### src/rtl/bl_table_loader.sv
// rtl/bl_table_loader.sv - unpacks 32 packed length words into even/odd bit-length table writes
// Optional Kraft check (kraft_ok port) enabled by defining BLT_LOADER_KRAFT_EN.
`timescale 1ns/1ps
module bl_table_loader (
   input  logic        clk,
   input  logic        rstN,
   input  logic        load_start,
   input  logic [31:0] in_data,
   input  logic        in_valid,
   output logic        in_ready,
   output logic [6:0]  blt_even_waddr,
   output logic        blt_even_wr,
   output logic [3:0]  blt_even_wdata,
   output logic [6:0]  blt_odd_waddr,
   output logic        blt_odd_wr,
   output logic [3:0]  blt_odd_wdata,
   output logic        load_busy,
   output logic        load_done,
   output logic [8:0]  sym_nz_count,
`ifdef BLT_LOADER_KRAFT_EN
   output logic        kraft_ok,
`endif
   output logic [3:0]  max_len
);

   typedef enum logic [1:0] {S_IDLE = 2'd0, S_LOAD = 2'd1, S_DONE = 2'd2} state_t;

   state_t      state, state_nx;
   logic [31:0] word_buf, buf_nx;
   logic        buf_valid, bv_nx;
   logic [1:0]  beat, beat_nx;
   logic [4:0]  word_idx, word_nx;
   logic [5:0]  words_acc, acc_nx;
   logic [8:0]  nz_nx;
   logic [3:0]  max_nx;
   logic [31:0] shifted, shifted_nx;
   logic [3:0]  nib_e, nib_o;
   logic        accept, writing;

   assign in_ready = (state == S_LOAD) && (words_acc < 6'd32) &&
                     (!buf_valid || beat == 2'd3) && !load_start;
   assign accept   = in_valid & in_ready;
   // A load_start cycle never writes, even if the buffer still holds a word.
   assign writing  = buf_valid & ~load_start;

   assign shifted    = word_buf << {beat, 3'b000};
   assign nib_e      = shifted[31:28];
   assign nib_o      = shifted[27:24];
   assign shifted_nx = buf_nx << {beat_nx, 3'b000};

   assign blt_even_wr = writing;
   assign blt_odd_wr  = writing;

   always_comb begin
      state_nx = state;
      buf_nx   = word_buf;
      bv_nx    = buf_valid;
      beat_nx  = beat;
      word_nx  = word_idx;
      acc_nx   = words_acc;
      nz_nx    = sym_nz_count;
      max_nx   = max_len;
      if (load_start) begin
         state_nx = S_LOAD;
         bv_nx    = 1'b0;
         beat_nx  = 2'd0;
         word_nx  = 5'd0;
         acc_nx   = 6'd0;
         nz_nx    = 9'd0;
         max_nx   = 4'd0;
      end else begin
         if (writing) begin
            beat_nx = beat + 2'd1;
            nz_nx   = sym_nz_count + {8'd0, |nib_e} + {8'd0, |nib_o};
            if (nib_e > max_nx) max_nx = nib_e;
            if (nib_o > max_nx) max_nx = nib_o;
            if (beat == 2'd3) begin
               word_nx = word_idx + 5'd1;
               bv_nx   = 1'b0;
            end
         end
         if (accept) begin
            buf_nx = in_data;
            bv_nx  = 1'b1;
            acc_nx = words_acc + 6'd1;
         end
         case (state)
            S_IDLE:  state_nx = S_IDLE;
            S_LOAD:  if (acc_nx == 6'd32 && !bv_nx) state_nx = S_DONE;
            S_DONE:  state_nx = S_IDLE;
            default: state_nx = S_IDLE;
         endcase
      end
   end

   always_ff @(posedge clk or negedge rstN) begin
      if (!rstN) begin
         state          <= S_IDLE;
         word_buf       <= 32'd0;
         buf_valid      <= 1'b0;
         beat           <= 2'd0;
         word_idx       <= 5'd0;
         words_acc      <= 6'd0;
         sym_nz_count   <= 9'd0;
         max_len        <= 4'd0;
         load_busy      <= 1'b0;
         load_done      <= 1'b0;
         blt_even_waddr <= 7'd0;
         blt_even_wdata <= 4'd0;
         blt_odd_waddr  <= 7'd0;
         blt_odd_wdata  <= 4'd0;
      end else begin
         state        <= state_nx;
         word_buf     <= buf_nx;
         buf_valid    <= bv_nx;
         beat         <= beat_nx;
         word_idx     <= word_nx;
         words_acc    <= acc_nx;
         sym_nz_count <= nz_nx;
         max_len      <= max_nx;
         load_busy    <= (state_nx == S_LOAD);
         load_done    <= (state_nx == S_DONE);
         // Address/data present the pair that will be written in the coming cycle.
         if (bv_nx) begin
            blt_even_waddr <= {word_nx, beat_nx};
            blt_even_wdata <= shifted_nx[31:28];
            blt_odd_waddr  <= {word_nx, beat_nx};
            blt_odd_wdata  <= shifted_nx[27:24];
         end
      end
   end

`ifdef BLT_LOADER_KRAFT_EN
   logic [22:0] ksum, ksum_nx;

   function automatic logic [22:0] kterm(input logic [3:0] len);
      kterm = (len == 4'd0) ? 23'd0 : (23'd1 << (4'd15 - len));
   endfunction

   always_comb begin
      ksum_nx = ksum;
      if (load_start)   ksum_nx = 23'd0;
      else if (writing) ksum_nx = ksum + kterm(nib_e) + kterm(nib_o);
   end

   // A lone symbol of length 1 sums to 2^14 but is still a valid code.
   always_ff @(posedge clk or negedge rstN) begin
      if (!rstN) begin
         ksum     <= 23'd0;
         kraft_ok <= 1'b0;
      end else begin
         ksum <= ksum_nx;
         if (load_start)
            kraft_ok <= 1'b0;
         else if (state == S_LOAD && state_nx == S_DONE)
            kraft_ok <= (ksum_nx == 23'h8000) || (nz_nx == 9'd1 && ksum_nx == 23'h4000);
      end
   end
`endif

endmodule

### config.mk
export PLATFORM = sky130hd
export DESIGN_NAME = bl_table_loader
export DESIGN_NICKNAME = d
export VERILOG_FILES = /design/src/rtl/bl_table_loader.sv
export SDC_FILE = /design/constraint.sdc
export NUM_CORES = 1
export LEC_CHECK = 0
export CAP_MARGIN = 10
export CORE_MARGIN = 10
export CORE_UTILIZATION = 49
export CTS_BUF_LIST = sky130_fd_sc_hd__clkbuf_4 sky130_fd_sc_hd__clkbuf_8
export CTS_CLUSTER_SIZE = 16
export DETAILED_ROUTE_END_ITERATION = 10
export PLACE_DENSITY = 0.78
export REMOVE_ABC_BUFFERS = 1
export SETUP_SLACK_MARGIN = 0.3
export SLEW_MARGIN = 30
export SYNTH_ARGS = -nofsm -noshare
export SYNTH_HDL_FRONTEND = slang
export SYNTH_SLANG_ARGS = --single-unit
### constraint.sdc
create_clock -name clk -period 3.6 [get_ports clk]
set_input_delay 0.36 -clock clk [delete_from_list [all_inputs] [get_ports clk]]
set_output_delay 0.36 -clock clk [all_outputs]
set_load 0.03 [all_outputs]
# Yosys cells after proc, flatten, opt, wreduce, memory -nomap -nowiden

Cells that the tools add are included.

Word-level logic and storage cells: 68
Output and inout bits: 40
Flip-flop bits (word level): 78

Eq/ne operators: 5
Order comparisons: 3
Add/sub/neg operators: 5
Muxes and demuxes: 26
Reduce and logical (&&, ||, !) cells: 11
Bitwise logic cells: 3
Shift operators: 2

Operator list:

| cell                | number |
|---|---|
| $mux 32             | 2 |
| $shl 32x5->32       | 2 |
| $mux 4              | 6 |
| $add 9x1->9         | 2 |
| $mux 6              | 3 |
| $mux 9              | 2 |
| $mux 5              | 3 |
| $mux 2              | 5 |
| $gt 4x4->1          | 2 |
| $reduce_or 4->1     | 2 |
| $add 6x1->6 const B | 1 |
| $eq 6x6->1 const B  | 1 |
| $lt 6x6->1 const B  | 1 |
| $add 5x1->5 const B | 1 |
| $mux 1              | 5 |
| $eq 2x1->1 const B  | 2 |
| $eq 2x2->1 const B  | 2 |
| $logic_and 1x1->1   | 4 |
| $logic_not 1->1     | 3 |
| $add 2x1->2 const B | 1 |
| $and 1x1->1         | 2 |
| $reduce_bool 2->1   | 1 |
| $logic_or 1x1->1    | 1 |
| $not 1->1           | 1 |

# Logic depth before layout (Yosys ltp)

Depth in word-level cells: 13
Gate-level depth with buffers: 15
Mapped depth without buffers: 14

# Worst setup path before layout

OpenSTA, ideal clock, no wires.

Path type: register to register
From: register beat[0]
To: register max_len[0]
Data arrival time: 3263 ps
Cell stages (with the launch flop): 14
Required time: 3477 ps
Period minus slack after synthesis: 3385 ps
Path slack: 215 ps
Library setup time: 123 ps
Cell sequence: dfrtp_1 > buf_6 > mux4_2 > ha_1 > nor2b_1 > o21ai_0 > a21oi_2 > mux2_2 > ha_1 > nand4_1 > o21ai_0 > a211oi_1 > a21oi_1 > o221a_2

Longest elaborated chain between the ends: 9

Ends and longest elaborated chain:

| element                  | line | RTL |
|---|---|---|
| start: declaration       | 31   | `logic [1:0] beat, beat_nx;` |
| start signal: assignment | 116  | `beat <= beat_nx;` |
| $shl 32x5->32 (*)        | 46   | `assign shifted = word_buf << {beat, 3'b000};` |
| $gt 4x4->1               | 75   | `if (nib_e > max_nx) max_nx = nib_e;` |
| $mux 4                   | 75   |  |
| $mux 4                   | 72   | `if (writing) begin` |
| $mux 4                   | 63   | `if (load_start) begin` |
| $gt 4x4->1               | 76   | `if (nib_o > max_nx) max_nx = nib_o;` |
| $mux 4 (*)               | 76   |  |
| $mux 4 (*)               | 72   |  |
| $mux 4 (*)               | 63   |  |
| end signal: assignment   | 120  | `max_len <= max_nx;` |
| end: declaration         | 23   | `output logic [3:0] max_len` |

Mark *: on every way between the ends. The rest lies on a longest branch, timed or not. The select of a mux whose other input is x is not followed.
A chain may end at the register's enable or synchronous reset.

# Final worst setup path

Ends and elaborated chain as after synthesis.

==> impl_metrics.env <==
export IMPL_cts_root_buffer_cell="sky130_fd_sc_hd__clkbuf_8"
export IMPL_maxCapViolations=0
export IMPL_internal_power_uw=2000
export IMPL_design_portCount=76
export IMPL_numPlacedInstances=534
export IMPL_power_share_switching_pct=35.0
export IMPL_fin_crit_sh_pct=93.9
export IMPL_yosys_warnings=0
export IMPL_grt_pass1_wl_microns=16800
export IMPL_seq_total_area_yosys_pct=47.1
export IMPL_grt_util_all_layers_pct=16.0
export IMPL_grt_overflow_total=0
export IMPL_filler_cell_count=602
export IMPL_cts_reportedPaths_clkPinSlew_ns=0.08
export IMPL_rsz0062_at_grt="yes"
export IMPL_mostFrequentLayoutCells="76 x sky130_fd_sc_hd__dfrtp_1, 74 x sky130_fd_sc_hd__clkdlybuf4s50_1, 44 x sky130_fd_sc_hd__mux2i_1, 34 x sky130_fd_sc_hd__nor2_1, 29 x sky130_fd_sc_hd__nand2_1"
export IMPL_power_density_nw_per_um2=573
export IMPL_post_synth_cell_area_avg_sq_um=11.2
export IMPL_outcome="finished clean"
export IMPL_initial_core_util_pct=50.5
export IMPL_mostFrequentLayoutCell="sky130_fd_sc_hd__dfrtp_1"
export IMPL_whs_ns=0.0104
export IMPL_share_seq_of_total_power_pct=36.0
export IMPL_cp_required_ns=3.84
export IMPL_die_area_sq_um=12500
export IMPL_placedInstanceArea_sq_um=4950
export IMPL_clock_tree_from_tritoncts="done"
export IMPL_clkPwrFrac_pct=23.2
export IMPL_floorplan_die_width_microns=112
export IMPL_p_leak_uw=0.00235
export IMPL_cts_hold_buf=0
export IMPL_multi_input_area_sq_um=2040
export IMPL_synthesis_instances=370
export IMPL_clock_path_buffers=2
export IMPL_report_final_hold_viol_count=0
export IMPL_setup_violation_total_in_the_final_timing_report=0
export IMPL_period_minus_slack_ns=3.38
export IMPL_maxClockFrequency_ghz=0.296
export IMPL_cts_max_level=3
export IMPL_slew_viol_final=0
export IMPL_layout_cell_area_non_filler_sq_um=5370
export IMPL_arrival_ns=3.62
export IMPL_tritoncts_num_buffers=9
export IMPL_detailedRoute_firstIterationViolations=156
export IMPL_die_height_microns=112
export IMPL_post_drt_wl_per_cell_microns=18.5
export IMPL_leading_cell_types_by_total_area_after_synthesis="sky130_fd_sc_hd__dfrtp_1 47%, sky130_fd_sc_hd__mux2i_1 11%, sky130_fd_sc_hd__mux4_2 4.3%, sky130_fd_sc_hd__ha_1 3.6%, sky130_fd_sc_hd__nor2_1 3.1%"
export IMPL_netlist_top_cell_by_area="sky130_fd_sc_hd__dfrtp_1"
export IMPL_gp_routability_congestion=0.862
export IMPL_netSwitchingPower_uw=1080
export IMPL_drc_errors=0
export IMPL_clock_sinks=78
export IMPL_grt_start_max_net_pins=79
export IMPL_first_global_vias=3359
export IMPL_critical_path_peak_fanout=5
export IMPL_antenna_cells_inserted=0
export IMPL_totalPowerFinal_uw=3080
export IMPL_drive_gt1_share_pct=17.5
export IMPL_number_of_detailed_routing_iterations_run_before_antenna_repair=4
export IMPL_yosys_register_bits=78
export IMPL_netlist_area_sq_um=4150
export IMPL_final_util_pct=65.4
export IMPL_worstSetupStartpointType="flip-flop"
export IMPL_worstSetupEndpointType="flip-flop"
export IMPL_antenna_violating_nets_post_route=0
export IMPL_post_synth_top_area_fraction_pct=47.1
export IMPL_fin_skew_ns=0.00695
export IMPL_antenna_violations_before_repair=0
export IMPL_instances_no_fill=562
export IMPL_relSlewSlack_pct=50.8
export IMPL_coreArea_sq_um=8220
export IMPL_dpl_hpwl_microns=7150
export IMPL_drt_wl_total_microns=10400
export IMPL_count_of_unique_library_cells_instantiated_by_yosys=44
export IMPL_ir_worst_vdd_mv=0.252
export IMPL_min_delay_worst_type="input pin to asynchronous set/reset pin"
export IMPL_detail_route_vias_per_cell=5.50
export IMPL_syn_to_final_growth_pct=29.5
export IMPL_clk_insertion_delay_late_ns=0.35
export IMPL_worst_slew_pin_transition_ns=0.735
export IMPL_nets=501
export IMPL_combinationalPowerShare_pct=40.8
export IMPL_total_number_of_placement_rows=33
export IMPL_criticalPathCategory="flip-flop to flip-flop"
export IMPL_portBuffers=75
export IMPL_dr_total_vias=3092
export IMPL_seqCellArea_sq_um=1950
[routing by layer]
metal,global-route usage (%),vias to the layer above,wire length [microns]
met4,6.35,0,190
li1,-,1449,-
met3,4.51,16,545
met1,19.1,1528,4230
met2,26.6,99,5420
met5,0,-,0
[worst paths after layout]
kind	startpoint	endpoint	slack, ns	depth (start not counted)
max in group asynchronous	rstN	beat[1]	3.07	1
worst min register to register	blt_odd_waddr[3]	blt_odd_waddr[3]	0.50	2
worst max-delay path	beat[0]	max_len[0]	0.22	15
min in group clk	blt_odd_waddr[3]	blt_odd_waddr[3]	0.50	2
worst min-delay path	rstN	blt_odd_waddr[3]	0.01	1
worst max register to register	beat[0]	max_len[0]	0.22	15
[worst max-delay path, cell delays in order (launching register included)]
cell and delay, ns:
sky130_fd_sc_hd__dfrtp_2 0.42, sky130_fd_sc_hd__mux4_2 0.59, sky130_fd_sc_hd__ha_4 0.30, sky130_fd_sc_hd__nor2b_4 0.13
sky130_fd_sc_hd__o21ai_2 0.06, sky130_fd_sc_hd__a21oi_2 0.24, sky130_fd_sc_hd__buf_4 0.19, sky130_fd_sc_hd__buf_4 0.11
sky130_fd_sc_hd__a21oi_2 0.05, sky130_fd_sc_hd__ha_1 0.31, sky130_fd_sc_hd__nand4_1 0.13, sky130_fd_sc_hd__o21ai_2 0.09
sky130_fd_sc_hd__buf_4 0.15, sky130_fd_sc_hd__a211oi_4 0.24, sky130_fd_sc_hd__a21oi_1 0.13, sky130_fd_sc_hd__o221a_2 0.14
[power by group through the flow]
stage	Combinational, uW	Clock, uW	Sequential [uW]
2_1_floorplan	510	0	1190
3_3_place_gp	899	0	1110
3_5_place_dp	938	0	1120
4_1_cts	1020	726	1100
5_1_grt	1360	763	1120
6_report	1260	714	1110
[state kept, by name, indices dropped and copies added, names as in the netlist]
name,cells
beat,2
blt_odd_wdata,4
load_done,1
blt_odd_waddr,7
sym_nz_count,9
buf_valid,1
blt_even_wdata,4
max_len,4
load_busy,1
words_acc,6
word_buf,32
state,2
word_idx,5
[cell families (layout without fill, tap and decap cells)]
logic type,count (synthesis),in the layout,share of synthesized area (%)
muxes,70,70,19.9
buffers and inverters,51,138,6.37
xor gates and xnor gates,17,17,3.59
and+or+nand+nor,97,97,11.4
DFF,78,78,47.1
adders and majority gates,13,13,4.10
AOI/OAI and AO/OA,44,44,7.57
[area by class of cell]
class	instances	share of cell area [%]
Multi-Input combinational cell	241	38.1
Timing Repair Buffer	96	17.3
Sequential cell	78	36.4
Tap cell	105	2.45
Clock inverter	7	1.65
Inverter	26	1.82
Clock buffer	9	2.31
[stage by stage]
step | setup slack, ns | TNS, ns
final | 0.220 | 0
after global routing | 0.113 | 0
after CTS | 0.300 | 0
after detailed placement | 0.155 | 0
after global placement | 0.271 | 0
after floorplan | -0.340 | -6.53
[cells in the mapped netlist, drive strengths merged]
master	instances
nor3	2
nor4b	1
o22ai	1
nor2b	5
nand2	29
nand4bb	1
nand2b	1
nand4	10
mux2	18
inv	26
o21a	1
xor2	12
a211oi	1
or4	1
and2	3
o221a	4
mux2i	44
o221ai	8
o21ai	7
a21oi	10
clkbuf	6
xnor2	5
mux4	8
a31oi	1
ha	12
nand3b	3
fa	1
o31ai	2
buf	19
nand3	2
dfrtp	78
nor2	35
a21o	9
and3	2
nor4	2
[what timing repair did]
action	in CTS	in global routing
pin swaps	1	11
setup buffers	6	6
setup endpoints to repair	4	4
gates resized for setup	5	22
No activity file was read; power rests on OpenSTA's default activity.
